<file path="config.mk">
export PLATFORM = sky130hd
export DESIGN_NAME = demux_scan_ctrl
export DESIGN_NICKNAME = d
export VERILOG_FILES = /design/src/rtl/demux_scan_ctrl.sv
export SDC_FILE = /design/constraint.sdc
export NUM_CORES = 1
export LEC_CHECK = 0
export ABC_AREA = 0
export CORE_MARGIN = 2
export CORE_UTILIZATION = 54
export DETAILED_ROUTE_END_ITERATION = 12
export MAX_ROUTING_LAYER = met4
export PLACE_DENSITY = 0.89
export SETUP_SLACK_MARGIN = 0.1
export SYNTH_ARGS = -nofsm -noshare
export SYNTH_HDL_FRONTEND = slang
export SYNTH_SLANG_ARGS = --single-unit
</file>
<file path="constraint.sdc">
create_clock -name clk -period 2.79 [get_ports clk]
set_clock_uncertainty 0.1 [all_clocks]
set_input_delay 0.558 -clock clk [delete_from_list [all_inputs] [get_ports clk]]
set_output_delay 0.558 -clock clk [all_outputs]
set_load 0.01 [all_outputs]
</file>
<file path="src/rtl/demux_scan_ctrl.sv">
// Channel-select sequencer for the 1x16 demux: steps sel across enabled
// channels with a programmable dwell, gating serial data onto the demux input.
module demux_scan_ctrl #(
    parameter int unsigned DWELL_W = 8
) (
    input  logic               clk,
    input  logic               rst_n,
    input  logic               start,
    input  logic               stop,
    input  logic               mode,
    input  logic [15:0]        ch_en,
    input  logic [DWELL_W-1:0] dwell,
    input  logic               data_in,
    output logic [3:0]         sel,
    output logic               inp,
    output logic               busy,
    output logic               done,
    output logic               wrap
);

    localparam int unsigned CH_N  = 16;
    localparam int unsigned SEL_W = 4;

    typedef enum logic {IDLE, SCAN} state_t;

    state_t             state, state_nxt;
    logic [SEL_W-1:0]   sel_nxt;
    logic               busy_nxt, done_nxt, wrap_nxt;
    logic [DWELL_W-1:0] cnt, cnt_nxt;
    logic [CH_N-1:0]    ch_snap, ch_snap_nxt;
    logic [DWELL_W-1:0] dwell_snap, dwell_snap_nxt;
    logic               mode_snap, mode_snap_nxt;
    logic [CH_N-1:0]    above;
    logic               dwell_end;

    // Priority pick of the lowest set bit in a channel mask.
    function automatic logic [SEL_W-1:0] lowest(input logic [CH_N-1:0] m);
        lowest = '0;
        for (int i = CH_N - 1; i >= 0; i--) begin
            if (m[i]) lowest = SEL_W'(i);
        end
    endfunction

    assign above     = ch_snap & ({{(CH_N-1){1'b1}}, 1'b0} << sel);
    assign dwell_end = (cnt == dwell_snap);
    assign inp       = data_in & busy;

    // State and registered outputs.
    always_ff @(posedge clk or negedge rst_n) begin
        if (!rst_n) begin
            state      <= IDLE;
            sel        <= '0;
            busy       <= 1'b0;
            done       <= 1'b0;
            wrap       <= 1'b0;
            cnt        <= '0;
            ch_snap    <= '0;
            dwell_snap <= '0;
            mode_snap  <= 1'b0;
        end else begin
            state      <= state_nxt;
            sel        <= sel_nxt;
            busy       <= busy_nxt;
            done       <= done_nxt;
            wrap       <= wrap_nxt;
            cnt        <= cnt_nxt;
            ch_snap    <= ch_snap_nxt;
            dwell_snap <= dwell_snap_nxt;
            mode_snap  <= mode_snap_nxt;
        end
    end

    // Next-state logic; stop overrides everything.
    always_comb begin
        state_nxt = state;
        if (stop) begin
            state_nxt = IDLE;
        end else begin
            case (state)
                IDLE: if (start && ch_en != '0) state_nxt = SCAN;
                SCAN: if (dwell_end && above == '0 && !mode_snap) state_nxt = IDLE;
                default: state_nxt = IDLE;
            endcase
        end
    end

    // Next values of the registered outputs, counter and snapshots.
    always_comb begin
        sel_nxt        = sel;
        cnt_nxt        = cnt;
        done_nxt       = 1'b0;
        wrap_nxt       = 1'b0;
        ch_snap_nxt    = ch_snap;
        dwell_snap_nxt = dwell_snap;
        mode_snap_nxt  = mode_snap;
        busy_nxt       = (state_nxt == SCAN);
        if (stop) begin
            sel_nxt = '0;
            cnt_nxt = '0;
        end else begin
            case (state)
                IDLE: begin
                    if (start && ch_en != '0) begin
                        ch_snap_nxt    = ch_en;
                        dwell_snap_nxt = dwell;
                        mode_snap_nxt  = mode;
                        sel_nxt        = lowest(ch_en);
                        cnt_nxt        = '0;
                    end else if (start) begin
                        done_nxt = 1'b1;
                    end
                end
                SCAN: begin
                    if (!dwell_end) begin
                        cnt_nxt = cnt + DWELL_W'(1);
                    end else begin
                        cnt_nxt = '0;
                        if (above != '0) begin
                            sel_nxt = lowest(above);
                        end else if (mode_snap) begin
                            sel_nxt  = lowest(ch_snap);
                            wrap_nxt = 1'b1;
                        end else begin
                            sel_nxt  = '0;
                            done_nxt = 1'b1;
                        end
                    end
                end
                default: begin
                    sel_nxt = '0;
                    cnt_nxt = '0;
                end
            endcase
        end
    end

endmodule
</file>
# Yosys cells after proc, flatten, opt, wreduce, memory -nomap -nowiden
# Cells that the tools add are included.
# totals
reg_bits	40
latchBits	0
ram_bits	0
rom_bits	0
mem_count	0
# op_classes
n_addsub	1
multipliers	0
div_mod_pow	0
order_cmp	0
n_eq_ne	3
shift	1
n_mux	74
n_bitwise	4
n_reduce_logical	9
# ops
cell	n
$mux 4	53
$reduce_bool 16->1	2
$mux 8	3
$and 16x16->16	1
$logic_not 16->1	1
$pmux 8 s2	1
$shl 16x4->16 const A	1
$mux 1	14
$add 8x1->8 const B	1
$eq 8x8->1	1
$pmux 4 s2	1
$pmux 1 s2	2
$logic_and 1x1->1	3
$ne 3x2->1 const B	1
$ne 3x3->1 const B	1
$reduce_and 3->1	1
$not 1->1	2
$reduce_and 2->1	1
$and 1x1->1	1
$logic_not 1->1	1

# Depth between registers and ports, before layout
# depth
ltp_word	22
ltp_mapped	8
depth_no_buf	6

# Least setup slack after synthesis
# No wires, ideal clock.
# synth_path
path_type	in2reg
from	in ch_en[3]
to	reg ch_snap[0]
arrival_time_ns	2.062
required_time_ns	2.565
path_slack_ns	0.503
path_stages	5
cell_sequence	nor4_1 > a41oi_1 > nand2_1 > buf_2 > mux2_2
# synth_between
elab_chain_len	3
# synth_lines
element	line	text
from (decl)	11	input logic [15:0] ch_en,
$reduce_bool 16->1	103	if (start && ch_en != '0) begin
$logic_and 1x1->1	103	
$reduce_and 3->1 (no source line)	-	
to (signal assigned)	67	ch_snap <= ch_snap_nxt;
to (decl)	30	logic [CH_N-1:0] ch_snap, ch_snap_nxt;
# No other way between the ends.
# A chain may end at the register's enable or synchronous reset.

# Worst setup path in the final report
# layout_path
from	reg sel[3]
to	reg state
# layout_between
elab_chain_len	8
# layout_lines
element	line	text
from (decl)	14	output logic [3:0] sel,
from (signal assigned)	62	sel <= sel_nxt;
$shl 16x4->16	44	assign above = ch_snap & ({{(CH_N-1){1'b1}}, 1'b0} << sel);
$and 16x16->16	44	
$logic_not 16->1	81	SCAN: if (dwell_end && above == '0 && !mode_snap) state_nxt = IDLE;
$logic_and 1x1->1 (2 in series)	81	
$mux 1	81	
$pmux 1 s2	79	case (state)
$mux 1	76	if (stop) begin
named net busy_nxt	28	logic busy_nxt, done_nxt, wrap_nxt;
to (signal assigned)	61	state <= state_nxt;
to (decl)	26	state_t state, state_nxt;
# The timed path passes the listed nets, and every way through them passes these cells.

==> qor.txt <==
status - complete, no violations
via/cell ratio - 6.45
top cell type's share of synthesized area - 0.400
CTS Buffer Depth - 2
Max-Cap Viols - 0
gpl congestion - 0.901
Synth Register Bits - 40
CTS tree - yes
WL/cell - 17.6 µm
largest net degree at the start of global routing - 41
Worst-Margin Slew - 0.870 ns
number of global-route vias before repair - 2283
initial core utilization - 0.567
PwrDens - 536 nW/µm²
Synth area leader - dfrtp_1
net switching share of the total power - 0.344
kind of critical path - reg2reg
post-CTS setup buffers - 0
Clk Latency, worst-skew pair - 0.29 ns
ys flop type - dfrtp_1
Fin. Hold Viols - 0
R2R Setup Slk - 0.30 ns
fin crit period - 2.49 ns
DP HPWL - 4860 µm
Ys Warns - 0
peak supply drop - 0.338 mV
Post-synth EDFFs - 0
Routed Antenna Nets - 0
Critical Path Source Type - register
number of port buffers - 37
Combinational Power Share - 0.294
Slew HR - 0.420
post-CTS sizing - 0
fraction of layout cells with a size suffix above 1 - 0.151
drt first pass iters - 5
Crit. Startpoint - sel[3]$_DFFE_PN0P_
Synth cell types - 57
Worst-path clk slew - 0.07 ns
Post-synth top cells - dfrtp_1 (40), nor2_1 (25), mux2_2 (20), nand2_1 (20), o21ai_0 (11)
chip width - 72.1 µm
asr flop ratio synth - 1.00
CTS H-tree depth - 2
post-synthesis sequential area ratio - 0.400
synthesized net count - 298
clock sink count - 40
Die Ht - 72.1 µm
Mean Syn Cell Area - 9.38 µm²
Antenna diodes - 0
clock power share - 0.220
# fillers - 326
Hold Buf Count CTS - 0
first-pass GRT wire length - 10800 µm
cell count after synthesis - 267
Total Wirelength - 6500 µm
NumNets Final - 348
die area - 5200 µm²
CTS Buf Count - 5
final setup TNS - 0 ns
number of DRC markers in iteration 0 - 263
crit path max fanout - 22
antenna violations before repair - 0
worst r2r src - sel[3]$_DFFE_PN0P_
Int Pwr - 1.09 mW
area delta synth->final - 23.5%
via count - 2379
sequential power share - 0.485
Pwr Total - 1.66 mW
final worst path period share - 0.894
DRC - 0
Switch Pwr - 0.570 mW
R2R depth - 6
core area - 4410 µm²
most area-consuming cells after synthesis - dfrtp_1 (40%), mux2_2 (9.0%), nor2_1 (3.7%), xnor2_1 (3.1%), nand2_1 (3.0%)
Core Util, Final - 0.701
nature of the critical path endpoint - register
count leader, synth - dfrtp_1
boundary pin count - 38
row count - 24
Required @ worst endpoint - 2.88 ns
Max Slew Vio Count - 0
RSZ-0062 raised after global routing - false
Root Buffer - clkbuf_8
worst hold path class - in2async
Setup-failing EPs final - 0
Leak - 1.22 nW
Max Clk Rate - 401 MHz
GRT Util Overall - 0.278
CP arrival - 2.58 ns
grt ovf - 0
Synth Cell Area - 2500 µm²
[worst max-delay path: stages, from the launching register on]
cell	delay, ns
dfrtp_1	0.79
a21boi_0	0.19
o2bb2ai_1	0.31
nand4_1	0.26
nor3b_1	0.34
nand4_1	0.20
and2_1	0.18
[layout by cell type (no fill, tap or decap), types with 5 or more instances in the layout]
| cell | synthesis | layout |
|---|---|---|
| nor2b_1 | 5 | 5 |
| buf_4 | 0 | 16 |
| dfrtp_1 | 40 | 40 |
| mux2_2 | 20 | 20 |
| nor2_1 | 25 | 25 |
| o31ai_1 | 9 | 9 |
| xnor2_1 | 9 | 9 |
| clkdlybuf4s50_1 | 0 | 36 |
| inv_1 | 7 | 7 |
| nand3_1 | 6 | 6 |
| a21oi_1 | 5 | 5 |
| and2_1 | 5 | 5 |
| nor4_1 | 5 | 5 |
| nand2_1 | 20 | 20 |
| nand4_1 | 6 | 6 |
| a21boi_0 | 6 | 6 |
| nand2b_1 | 8 | 8 |
| o21ai_0 | 11 | 11 |
| clkbuf_8 | 0 | 5 |
| nor3_1 | 5 | 5 |
[area by class of cell]
type | count | area [µm²] | share of cell area
Clock buffer | 5 | 68.8 | 0.0222
Clock inverter | 2 | 12.5 | 0.00404
Inverter | 7 | 26.3 | 0.00849
Multi-Input combinational cell | 210 | 1440 | 0.464
Sequential cell | 40 | 1000 | 0.323
Tap cell | 52 | 65.1 | 0.0210
Timing Repair Buffer | 53 | 485 | 0.157
[per-layer routing]
layer  up-vias  part of all wire  track usage
met5         -                 0            -
met1      1130              0.43        0.377
met2       131              0.47        0.425
li1       1104                 -            -
met4         0             0.019        0.111
met3        14             0.081       0.0375
[stage by stage]
step | cell area [µm²] | hold WS [ns] | worst slack, ns | cells
floorplan | 2500 | 0.162 | 0.503 | 267
global placement | 3010 | 0.405 | 0.147 | 362
detailed placement | 3010 | 0.417 | 0.0669 | 362
CTS | 3090 | 0.299 | 0.359 | 369
global route | 3090 | 0.345 | 0.103 | 369
finish | 3090 | 0.274 | 0.295 | 369
[flip-flops by register name, summed over array words and instances, names as in the netlist]
signal      flops
wrap            1
cnt             8
mode_snap       1
state           1
dwell_snap      8
sel             4
done            1
ch_snap        16
[power by group through the flow]
stage / combinational, mW / clock (mW) / sequential (mW)
detailed placement: 0.479 / 0 / 0.811
CTS: 0.483 / 0.373 / 0.799
global route: 0.531 / 0.399 / 0.820
floorplan: 0.354 / 0 / 0.740
global placement: 0.463 / 0 / 0.805
finish: 0.488 / 0.365 / 0.805
[cells by family after synthesis]
group	Yosys count	synth area share
flops	40	0.400
mux	22	0.0989
fa+ha+maj	1	0.00499
xor+xnor	11	0.0385
simple gates	101	0.212
buf+inv	17	0.0275
compound gates	75	0.219
[worst paths after layout]
| check | end |
|---|---|
| min in group clk | dwell_snap[5]$_DFFE_PN0P_ |
| max in group asynchronous | ch_snap[5]$_DFFE_PN0P_ |
| max | state$_DFF_PN0_ |
| max reg2reg | state$_DFF_PN0_ |
| min reg2reg | dwell_snap[5]$_DFFE_PN0P_ |
| min | dwell_snap[1]$_DFFE_PN0P_ |
Power figures use the tool's default switching activity.
